[src/rtl/game_input_arbiter.sv]
// game_input_arbiter
// Conditions the board switches and decoded pad buttons, arbitrates flap
// ownership between board and pad, and turns a long reset/start hold into a
// fixed-length active-low game reset pulse. Single clock domain (Clk).
module game_input_arbiter #(
   parameter int DEBOUNCE_CYCLES    = 252000,
   parameter int RESET_HOLD_CYCLES  = 25200000,
   parameter int RESET_PULSE_CYCLES = 16
) (
   input  logic       Clk,
   input  logic       sys_reset,
   input  logic       sw_flap,
   input  logic       sw_reset,
   input  logic       pad_valid,
   input  logic       pad_flap,
   input  logic       pad_start,
   output logic       flap_n,
   output logic       flap_pulse,
   output logic       game_reset_n,
   output logic [1:0] owner,
   output logic       reset_pending
);

   // Counter widths; a parameter of 1 still needs a 1-bit counter.
   localparam int DB_W    = (DEBOUNCE_CYCLES    > 1) ? $clog2(DEBOUNCE_CYCLES)    : 1;
   localparam int HOLD_W  = (RESET_HOLD_CYCLES  > 1) ? $clog2(RESET_HOLD_CYCLES)  : 1;
   localparam int PULSE_W = (RESET_PULSE_CYCLES > 1) ? $clog2(RESET_PULSE_CYCLES) : 1;

   localparam logic [DB_W-1:0]    DB_LAST    = DB_W'(DEBOUNCE_CYCLES - 1);
   localparam logic [HOLD_W-1:0]  HOLD_LAST  = HOLD_W'(RESET_HOLD_CYCLES - 1);
   localparam logic [PULSE_W-1:0] PULSE_LAST = PULSE_W'(RESET_PULSE_CYCLES - 1);

   // Input vector bit positions
   localparam int N_IN          = 4;
   localparam int IDX_SW_FLAP   = 0;
   localparam int IDX_SW_RESET  = 1;
   localparam int IDX_PAD_FLAP  = 2;
   localparam int IDX_PAD_START = 3;

   localparam logic [1:0] OWNER_NONE  = 2'd0;
   localparam logic [1:0] OWNER_BOARD = 2'd1;
   localparam logic [1:0] OWNER_PAD   = 2'd2;

   typedef enum logic [1:0] {
      F_IDLE  = 2'd0,
      F_BOARD = 2'd1,
      F_PAD   = 2'd2
   } flap_state_t;

   typedef enum logic [1:0] {
      R_IDLE  = 2'd0,
      R_COUNT = 2'd1,
      R_PULSE = 2'd2,
      R_WAIT  = 2'd3
   } rst_state_t;

   // ------------------------------------------------------------------
   // Input conditioning
   // ------------------------------------------------------------------
   logic [N_IN-1:0] raw_in;
   logic [N_IN-1:0] sync1_q;
   logic [N_IN-1:0] sync2_q;
   logic [N_IN-1:0] db;

   // A missing pad reads as all buttons released.
   assign raw_in[IDX_SW_FLAP]   = sw_flap;
   assign raw_in[IDX_SW_RESET]  = sw_reset;
   assign raw_in[IDX_PAD_FLAP]  = pad_flap  & pad_valid;
   assign raw_in[IDX_PAD_START] = pad_start & pad_valid;

   // Two-flop synchroniser for all asynchronous sources.
   always_ff @(posedge Clk) begin
      if (sys_reset) begin
         sync1_q <= '0;
         sync2_q <= '0;
      end else begin
         sync1_q <= raw_in;
         sync2_q <= sync1_q;
      end
   end

   genvar gi;
   generate
      for (gi = 0; gi < N_IN; gi++) begin : g_debounce
         logic [DB_W-1:0] cnt_q;
         logic            stable_q;

         // Accept a new level only after it has differed from the stable
         // value for DEBOUNCE_CYCLES consecutive cycles.
         always_ff @(posedge Clk) begin
            if (sys_reset) begin
               cnt_q    <= '0;
               stable_q <= 1'b0;
            end else if (sync2_q[gi] == stable_q) begin
               cnt_q <= '0;
            end else if (cnt_q == DB_LAST) begin
               stable_q <= sync2_q[gi];
               cnt_q    <= '0;
            end else begin
               cnt_q <= cnt_q + 1'b1;
            end
         end

         assign db[gi] = stable_q;
      end
   endgenerate

   logic db_sw_flap;
   logic db_pad_flap;
   logic req;

   assign db_sw_flap  = db[IDX_SW_FLAP];
   assign db_pad_flap = db[IDX_PAD_FLAP];
   assign req         = db[IDX_SW_RESET] | db[IDX_PAD_START];

   // Previous debounced flap levels; tracking continuously means a level
   // already held when the FSM returns to idle never looks like an edge.
   logic sw_flap_prev_q;
   logic pad_flap_prev_q;
   logic sw_rise;
   logic pad_rise;

   // Edge-detect history for the two flap sources.
   always_ff @(posedge Clk) begin
      if (sys_reset) begin
         sw_flap_prev_q  <= 1'b0;
         pad_flap_prev_q <= 1'b0;
      end else begin
         sw_flap_prev_q  <= db_sw_flap;
         pad_flap_prev_q <= db_pad_flap;
      end
   end

   assign sw_rise  = db_sw_flap  & ~sw_flap_prev_q;
   assign pad_rise = db_pad_flap & ~pad_flap_prev_q;

   // ------------------------------------------------------------------
   // Reset request FSM
   // ------------------------------------------------------------------
   rst_state_t         rst_state_q, rst_state_d;
   logic [HOLD_W-1:0]  hold_cnt_q, hold_cnt_d;
   logic [PULSE_W-1:0] pulse_cnt_q, pulse_cnt_d;
   logic               game_reset_n_q, game_reset_n_d;
   logic               reset_pending_q, reset_pending_d;

   // Reset FSM next state and registered-output precompute.
   always_comb begin
      rst_state_d = rst_state_q;
      hold_cnt_d  = hold_cnt_q;
      pulse_cnt_d = pulse_cnt_q;
      case (rst_state_q)
         R_IDLE: begin
            if (req) begin
               hold_cnt_d  = '0;
               rst_state_d = R_COUNT;
            end
         end
         R_COUNT: begin
            if (!req) begin
               rst_state_d = R_IDLE;
            end else if (hold_cnt_q == HOLD_LAST) begin
               pulse_cnt_d = '0;
               rst_state_d = R_PULSE;
            end else begin
               hold_cnt_d = hold_cnt_q + 1'b1;
            end
         end
         R_PULSE: begin
            if (pulse_cnt_q == PULSE_LAST) begin
               rst_state_d = R_WAIT;
            end else begin
               pulse_cnt_d = pulse_cnt_q + 1'b1;
            end
         end
         R_WAIT: begin
            // One pulse per hold: wait for a full release first.
            if (!req) begin
               rst_state_d = R_IDLE;
            end
         end
         default: begin
            rst_state_d = R_IDLE;
         end
      endcase
      reset_pending_d = (rst_state_d == R_COUNT);
      game_reset_n_d  = (rst_state_d != R_PULSE);
   end

   // Reset FSM state, counters and outputs.
   always_ff @(posedge Clk) begin
      if (sys_reset) begin
         rst_state_q     <= R_IDLE;
         hold_cnt_q      <= '0;
         pulse_cnt_q     <= '0;
         game_reset_n_q  <= 1'b1;
         reset_pending_q <= 1'b0;
      end else begin
         rst_state_q     <= rst_state_d;
         hold_cnt_q      <= hold_cnt_d;
         pulse_cnt_q     <= pulse_cnt_d;
         game_reset_n_q  <= game_reset_n_d;
         reset_pending_q <= reset_pending_d;
      end
   end

   // ------------------------------------------------------------------
   // Flap ownership FSM
   // ------------------------------------------------------------------
   flap_state_t flap_state_q, flap_state_d;
   logic        flap_n_q, flap_n_d;
   logic        flap_pulse_q, flap_pulse_d;
   logic [1:0]  owner_q, owner_d;

   // Flap FSM next state; board wins a simultaneous press, and a game
   // reset pulse holds the FSM idle so no flap is seen during it.
   always_comb begin
      flap_state_d = flap_state_q;
      case (flap_state_q)
         F_IDLE: begin
            if (sw_rise) begin
               flap_state_d = F_BOARD;
            end else if (pad_rise) begin
               flap_state_d = F_PAD;
            end
         end
         F_BOARD: begin
            if (!db_sw_flap) begin
               flap_state_d = F_IDLE;
            end
         end
         F_PAD: begin
            if (!db_pad_flap) begin
               flap_state_d = F_IDLE;
            end
         end
         default: begin
            flap_state_d = F_IDLE;
         end
      endcase
      if (rst_state_d == R_PULSE) begin
         flap_state_d = F_IDLE;
      end

      flap_n_d     = (flap_state_d == F_IDLE);
      flap_pulse_d = (flap_state_q == F_IDLE) && (flap_state_d != F_IDLE);
      case (flap_state_d)
         F_BOARD: owner_d = OWNER_BOARD;
         F_PAD:   owner_d = OWNER_PAD;
         default: owner_d = OWNER_NONE;
      endcase
   end

   // Flap FSM state and registered outputs.
   always_ff @(posedge Clk) begin
      if (sys_reset) begin
         flap_state_q <= F_IDLE;
         flap_n_q     <= 1'b1;
         flap_pulse_q <= 1'b0;
         owner_q      <= OWNER_NONE;
      end else begin
         flap_state_q <= flap_state_d;
         flap_n_q     <= flap_n_d;
         flap_pulse_q <= flap_pulse_d;
         owner_q      <= owner_d;
      end
   end

   assign flap_n        = flap_n_q;
   assign flap_pulse    = flap_pulse_q;
   assign owner         = owner_q;
   assign game_reset_n  = game_reset_n_q;
   assign reset_pending = reset_pending_q;

endmodule

[config.mk]
export PLATFORM = sky130hd
export DESIGN_NAME = game_input_arbiter
export DESIGN_NICKNAME = d
export VERILOG_FILES = /design/src/rtl/game_input_arbiter.sv
export SDC_FILE = /design/constraint.sdc
export NUM_CORES = 1
export LEC_CHECK = 0
export ABC_CLOCK_PERIOD_IN_PS = 2100
export CAP_MARGIN = 20
export CELL_PAD_IN_SITES_DETAIL_PLACEMENT = 0
export CELL_PAD_IN_SITES_GLOBAL_PLACEMENT = 1
export CORE_ASPECT_RATIO = 0.7
export CORE_MARGIN = 4
export CORE_UTILIZATION = 47
export DETAILED_ROUTE_END_ITERATION = 7
export HOLD_SLACK_MARGIN = 0.02
export PLACE_DENSITY_LB_ADDON = 0.1
export SETUP_SLACK_MARGIN = 0.4
export SYNTH_ARGS = -nofsm -noshare
export SYNTH_HDL_FRONTEND = slang
export SYNTH_SLANG_ARGS = --single-unit
export TNS_END_PERCENT = 100
[constraint.sdc]
create_clock -name Clk -period 2.1 [get_ports Clk]
set_clock_uncertainty 0.15 [all_clocks]
set_input_delay 0.42 -clock Clk [delete_from_list [all_inputs] [get_ports Clk]]
set_output_delay 0.42 -clock Clk [all_outputs]
set_load 0.005 [all_outputs]
-- After elaboration in Yosys (flattened, before gate mapping)
Index checks and enable logic that the tools add are counted.
- bits in registers: 125
- input port bits: 7
- output and inout port bits: 6
- logic and storage cells: 101
- $add $sub $neg: 6
- eq/ne operators: 25
- mux-type cells: 21
- bitwise operators: 11
- reduce and logical (&&, ||, !) cells: 17
- operator list (operator ; number):
    $mux 25 ; 3
    $add 18x1->18 const B ; 4
    $eq 18x18->1 const B ; 4
    $pmux 25 s2 ; 1
    $add 25x1->25 const B ; 1
    $eq 25x25->1 const B ; 1
    $mux 2 ; 10
    $mux 4 ; 3
    $ne 2x2->1 const B ; 6
    $reduce_or 3->1 ; 4
    $eq 2x2->1 const B ; 5
    $eq 2x1->1 const B ; 4
    $pmux 2 s4 ; 1
    $pmux 4 s2 ; 1
    $reduce_and 2->1 ; 4
    $reduce_and 4->1 ; 2
    $logic_not 2->1 ; 3
    $not 1->1 ; 6
    $pmux 2 s3 ; 1
    $reduce_bool 2->1 ; 3
    $add 4x1->4 const B ; 1
    $and 1x1->1 ; 4
    $eq 1x1->1 ; 4
    $eq 4x4->1 const B ; 1
    3 further kinds ; 3

-- Logic depth before layout (Yosys ltp)
- word-level depth: 8
- gate-level depth with buffers: 7
- gate-level depth less buffers: 6

-- Worst setup path before layout
OpenSTA, ideal clock, no wires.
- path type: register -> register
- start point: register hold_cnt_q[0]
- end point: register hold_cnt_q[1]
- setup time: 0.071 ns
- arrival: 1.667 ns
- data required time: 1.879 ns
- path slack: 0.212 ns
- stages on the path, launching flop included: 7
- path buffers: 0
- clock period less this slack: 1.888 ns
- path through: dfxtp_1 > ha_1 > and2_1 > nand2_1 > nor3_1 > or4b_2 > a21oi_1
- longest elaborated chain between the ends: 4
- elaborated cells between the ends (all ways): 7
- classes of those cells: add/sub: 1; eq/ne: 2; mux: 3; reduce/logical: 1
- ends and longest elaborated chain (item ; RTL line ; RTL):
    start: declaration ; 141 ; logic [HOLD_W-1:0] hold_cnt_q, hold_cnt_d;
    start signal: assignment ; 199 ; hold_cnt_q <= hold_cnt_d;
    $add 25x1->25 ; 165 ; hold_cnt_d = hold_cnt_q + 1'b1;
    $mux 25 ; 161 ; end else if (hold_cnt_q == HOLD_LAST) begin
    $mux 25 ; 159 ; if (!req) begin
    $pmux 25 s2 ; 151 ; case (rst_state_q)
Several ways; a longest one is shown, not always the timed one. The select of a mux whose other input is x is not followed.
A chain may end at the register's enable or synchronous reset.

-- Worst setup path after layout
- start point: register hold_cnt_q[0]
- end point: register hold_cnt_q[22]
Same word-level chain as after synthesis.

==> impl_metrics.env <==
export IMPL_synth_distinct_cells=51
export IMPL_floorplan_rows=32
export IMPL_syn_nets=624
export IMPL_worstPathCellList="ha_4, and2_4, nand2_4, or3_4, or4_1, a21oi_1"
export IMPL_drt_iter0_drc=197
export IMPL_detail_route_first_pass_iterations=4
export IMPL_critical_path_max_stage_delay_ns=0.40
export IMPL_max_vdd_ir_drop_v=0.0005586
export IMPL_h_tree_depth=4
export IMPL_multi_input_area_um2=3129
export IMPL_postSynth_topFlopCell="dfxtp_1"
export IMPL_start_util_pct=48.39
export IMPL_sequential_to_total_area_share_from_yosys_stat_pct=46.79
export IMPL_yosys_area_share_adder_pct=1.404
export IMPL_rr_startpoint="hold_cnt_q[0]"
export IMPL_timing_critical_path_from_type="register"
export IMPL_grt_util_all_layers_pct=18.18
export IMPL_yosys_area_share_xor_xnor_pct=12.12
export IMPL_p_per_area_nw_per_um2=778.2
export IMPL_tritoncts_clock_tree="yes"
export IMPL_hold_path_class="register to register"
export IMPL_worst_endpoint_arrival_ns=2.08
export IMPL_timing_critical_path_required_ns=2.28
export IMPL_clock_tree_buffer_depth=2
export IMPL_cts_inserted_buffers=17
export IMPL_io_buffers=12
export IMPL_clkSlewWorstSetupHoldPaths_ns=0.06
export IMPL_max_slew_worst_pin_slew_ns=0.4493
export IMPL_placed_cells_incl_taps=777
export IMPL_netlist_area_um2=5348
export IMPL_timing_final_hold_violations=0
export IMPL_synthSimpleGateAreaFrac_pct=31.17
export IMPL_syn2layout_area_growth_pct=30.44
export IMPL_number_of_global_route_vias_before_repair=4197
export IMPL_wire_per_inst_um=13.65
export IMPL_place_gp_congestion=0.7572
export IMPL_slew_headroom_pct=69.88
export IMPL_cts_hold_buffers_added=0
export IMPL_netlist_top_cell_by_area="dfxtp_1"
export IMPL_dpl_wire_length_um=7239
export IMPL_sequential_standard_cell_area_um2=2556
export IMPL_largest_net_degree_at_the_start_of_global_routing=23
export IMPL_number_of_filler_instances_in_the_final_layout=949
export IMPL_route_detailed_drc=0
export IMPL_die_width_um=135.5
export IMPL_fmax_mhz=526.1
export IMPL_vias=4355
export IMPL_share_of_final_layout_standard_cells_stronger_than_drive_strength_1_pct=26.73
export IMPL_ys_warnings_count=0
export IMPL_whs_path_cells=1
export IMPL_combinational_family_with_the_most_area_after_synthesis="simple AND/OR/NAND/NOR gates"
export IMPL_cp_max_fo=4
export IMPL_ys_seq_elements=125
export IMPL_final_cells=834
export IMPL_post_synth_mux_area_share_pct=1.170
export IMPL_status="finished clean"
export IMPL_grt_antenna_before_repair=0
export IMPL_max_cap_viol=0
export IMPL_synth_area_leaders="dfxtp_1 47%, nor2_1 7.3%, xnor2_1 6.2%, xor2_1 5.9%, nand3_1 4.3%"
export IMPL_total_leakage_power_nw=2.343
export IMPL_synth_compound_gate_area_share_pct=5.077
export IMPL_globalRoute_totalOverflow=0
export IMPL_synthesis_instances=611
export IMPL_clkSinkCount=125
export IMPL_average_vias_per_placed_instance=5.222
export IMPL_reg2reg_depth=6
export IMPL_antenna_cells_inserted=0
export IMPL_crit_type="register to register"
export IMPL_die_h_um=97.25
export IMPL_root_buffer="clkbuf_16"
export IMPL_die_area_um2=13180
export IMPL_period_share_pct=90.52
export IMPL_endpoint_of_the_lowest_slack_register_to_register_path="hold_cnt_q[22]"
export IMPL_coreArea_um2=11050
export IMPL_rrSetupSlack_ns=0.20
export IMPL_async_reset_ff_share_pct=0
export IMPL_holdCritStartpoint="sync1_q[2]"
export IMPL_setup_violations=0
export IMPL_grt_first_pass_wirelength_um=19650
export IMPL_synth_edff_count=0
export IMPL_worst_hold_path_endpoint="sync2_q[2]"
export IMPL_pin_count=13
export IMPL_crit_path_top_delay_cell="or4_1"
export IMPL_post_synth_cell_area_avg_um2=8.752
export IMPL_finalCriticalPeriod_ns=1.901
export IMPL_insertion_delay_ns=0.41
export IMPL_postRouteWirelength_um=11380
export IMPL_setup_repair_after_global_routing_missed_its_margin="yes"
export IMPL_final_antenna_net_count=0
export IMPL_synth_largest_type_area_fraction_pct=46.79
export IMPL_fin_tns_setup_ns=0
export IMPL_maxSlewViolCount=0
export IMPL_critPathCaptureType="register"
export IMPL_final_nets=681
==> routing by layer <==
metal	GRT usage, %	share of wire (%)	vias up	wire [um]
li1	-	-	2262	-
met1	25.41	52	2040	5897
met2	27.18	45	31	5071
met3	3.468	1.8	22	202
met4	8.133	1.9	0	213
met5	0	0	-	0
==> cell type report <==
cell class | instances | share of cell area (%)
multi-input cells | 459 | 44.86
clock inverters | 14 | 2.439
well taps | 153 | 2.744
inverters | 15 | 0.8072
flip-flops and latches | 125 | 36.65
repair buffers | 50 | 6.206
clock buffers | 18 | 6.296
==> Yosys cell counts, drive strengths merged (2+ instances only) <==
master / number
nand4: 26
nand3: 46
nor4b: 5
o31ai: 2
and3: 17
nand2b: 2
mux2i: 4
dfxtp: 125
inv: 15
nor3b: 2
nor3: 21
nor4: 12
xnor2: 38
clkbuf: 9
o21ai: 19
or3: 18
mux2: 2
nor2: 104
xor2: 36
and2: 4
and4bb: 2
or2: 3
ha: 6
a21oi: 21
nor2b: 8
buf: 6
and4: 8
nand2: 37
==> cells by family (layout without fill, tap and decap cells) <==
family	after synthesis	in the layout
xor+xnor	74	74
compound gates	49	49
fa+ha+maj	6	6
mux	6	6
buf+inv	30	97
simple gates	321	324
flops	125	125
==> per-stage QoR <==
| stage | hold WS (ns) | total power (W) | utilization [%] | setup WS, ns | area [um2] |
|---|---|---|---|---|---|
| 2_1_floorplan | 0.2632 | 0.002471 | - | 0.3239 | 5492 |
| 3_3_place_gp | 0.2701 | 0.002500 | 52.86 | 0.1664 | 5842 |
| 3_5_place_dp | 0.2723 | 0.002502 | 52.86 | 0.1300 | 5842 |
| 4_1_cts | 0.2863 | 0.005496 | 60.29 | 0.2198 | 6663 |
| 5_1_grt | 0.3042 | 0.005600 | 63.12 | 0.1490 | 6975 |
| 6_report | 0.2859 | 0.005428 | 63.12 | 0.1990 | 6975 |
==> worst max-delay path by stage <==
stage,start,endpoint,slack (ns)
floorplan,hold_cnt_q[1],hold_cnt_q[22],0.32
global placement,sys_reset,g_debounce[3].cnt_q[8],0.17
detailed placement,sys_reset,g_debounce[3].cnt_q[11],0.13
CTS,hold_cnt_q[0],hold_cnt_q[22],0.22
global route,hold_cnt_q[7],hold_cnt_q[20],0.15
finish,hold_cnt_q[0],hold_cnt_q[22],0.20
==> power breakdown <==
group	switching [W]	total (W)	internal, W
Sequential	0.00000636	0.00238	0.00237
Combinational	0.0000384	0.0000695	0.0000311
Clock	0.00108	0.00298	0.00190
==> placed cells by master (no fill, tap or decap), types with 15 or more instances in the layout <==
cell,instances
a21oi_1,15
dfxtp_1,98
nand4_1,24
buf_4,30
nand2_1,32
xnor2_1,38
inv_1,15
clkbuf_16,17
xor2_1,36
dfxtp_2,19
and3_1,17
nor2_1,91
nand3_1,43
==> timing repair <==
| action | in CTS | in global routing |
|---|---|---|
| gates cloned | 3 | 2 |
| pin swaps | 33 | 27 |
| gates resized for setup | 49 | 69 |
| setup buffers | 10 | 10 |
| endpoints found under the hold margin | 0 | 0 |
| setup endpoints to repair | 102 | 107 |
==> registers in the layout (all words and copies together) (netlist names) <==
signal	flops
db_sw_flap	1
owner	2
reset_pending	1
flap_state_q	2
sync1_q	4
hold_cnt_q	25
sw_flap_prev_q	1
pulse_cnt_q	4
pad_flap_prev_q	1
game_reset_n	1
sync2_q	4
flap_n	1
db_pad_flap	1
g_debounce.cnt_q	72
flap_pulse	1
rst_state_q	2
g_debounce.stable_q	2
==> critical path, delay by kind of cell, from the launching register on <==
family	cells	cell delay [ns]
compound gates	1	0.16
fa+ha+maj	1	0.13
simple gates	4	1.02
flops	1	0.37
Power figures use the tool's default switching activity.
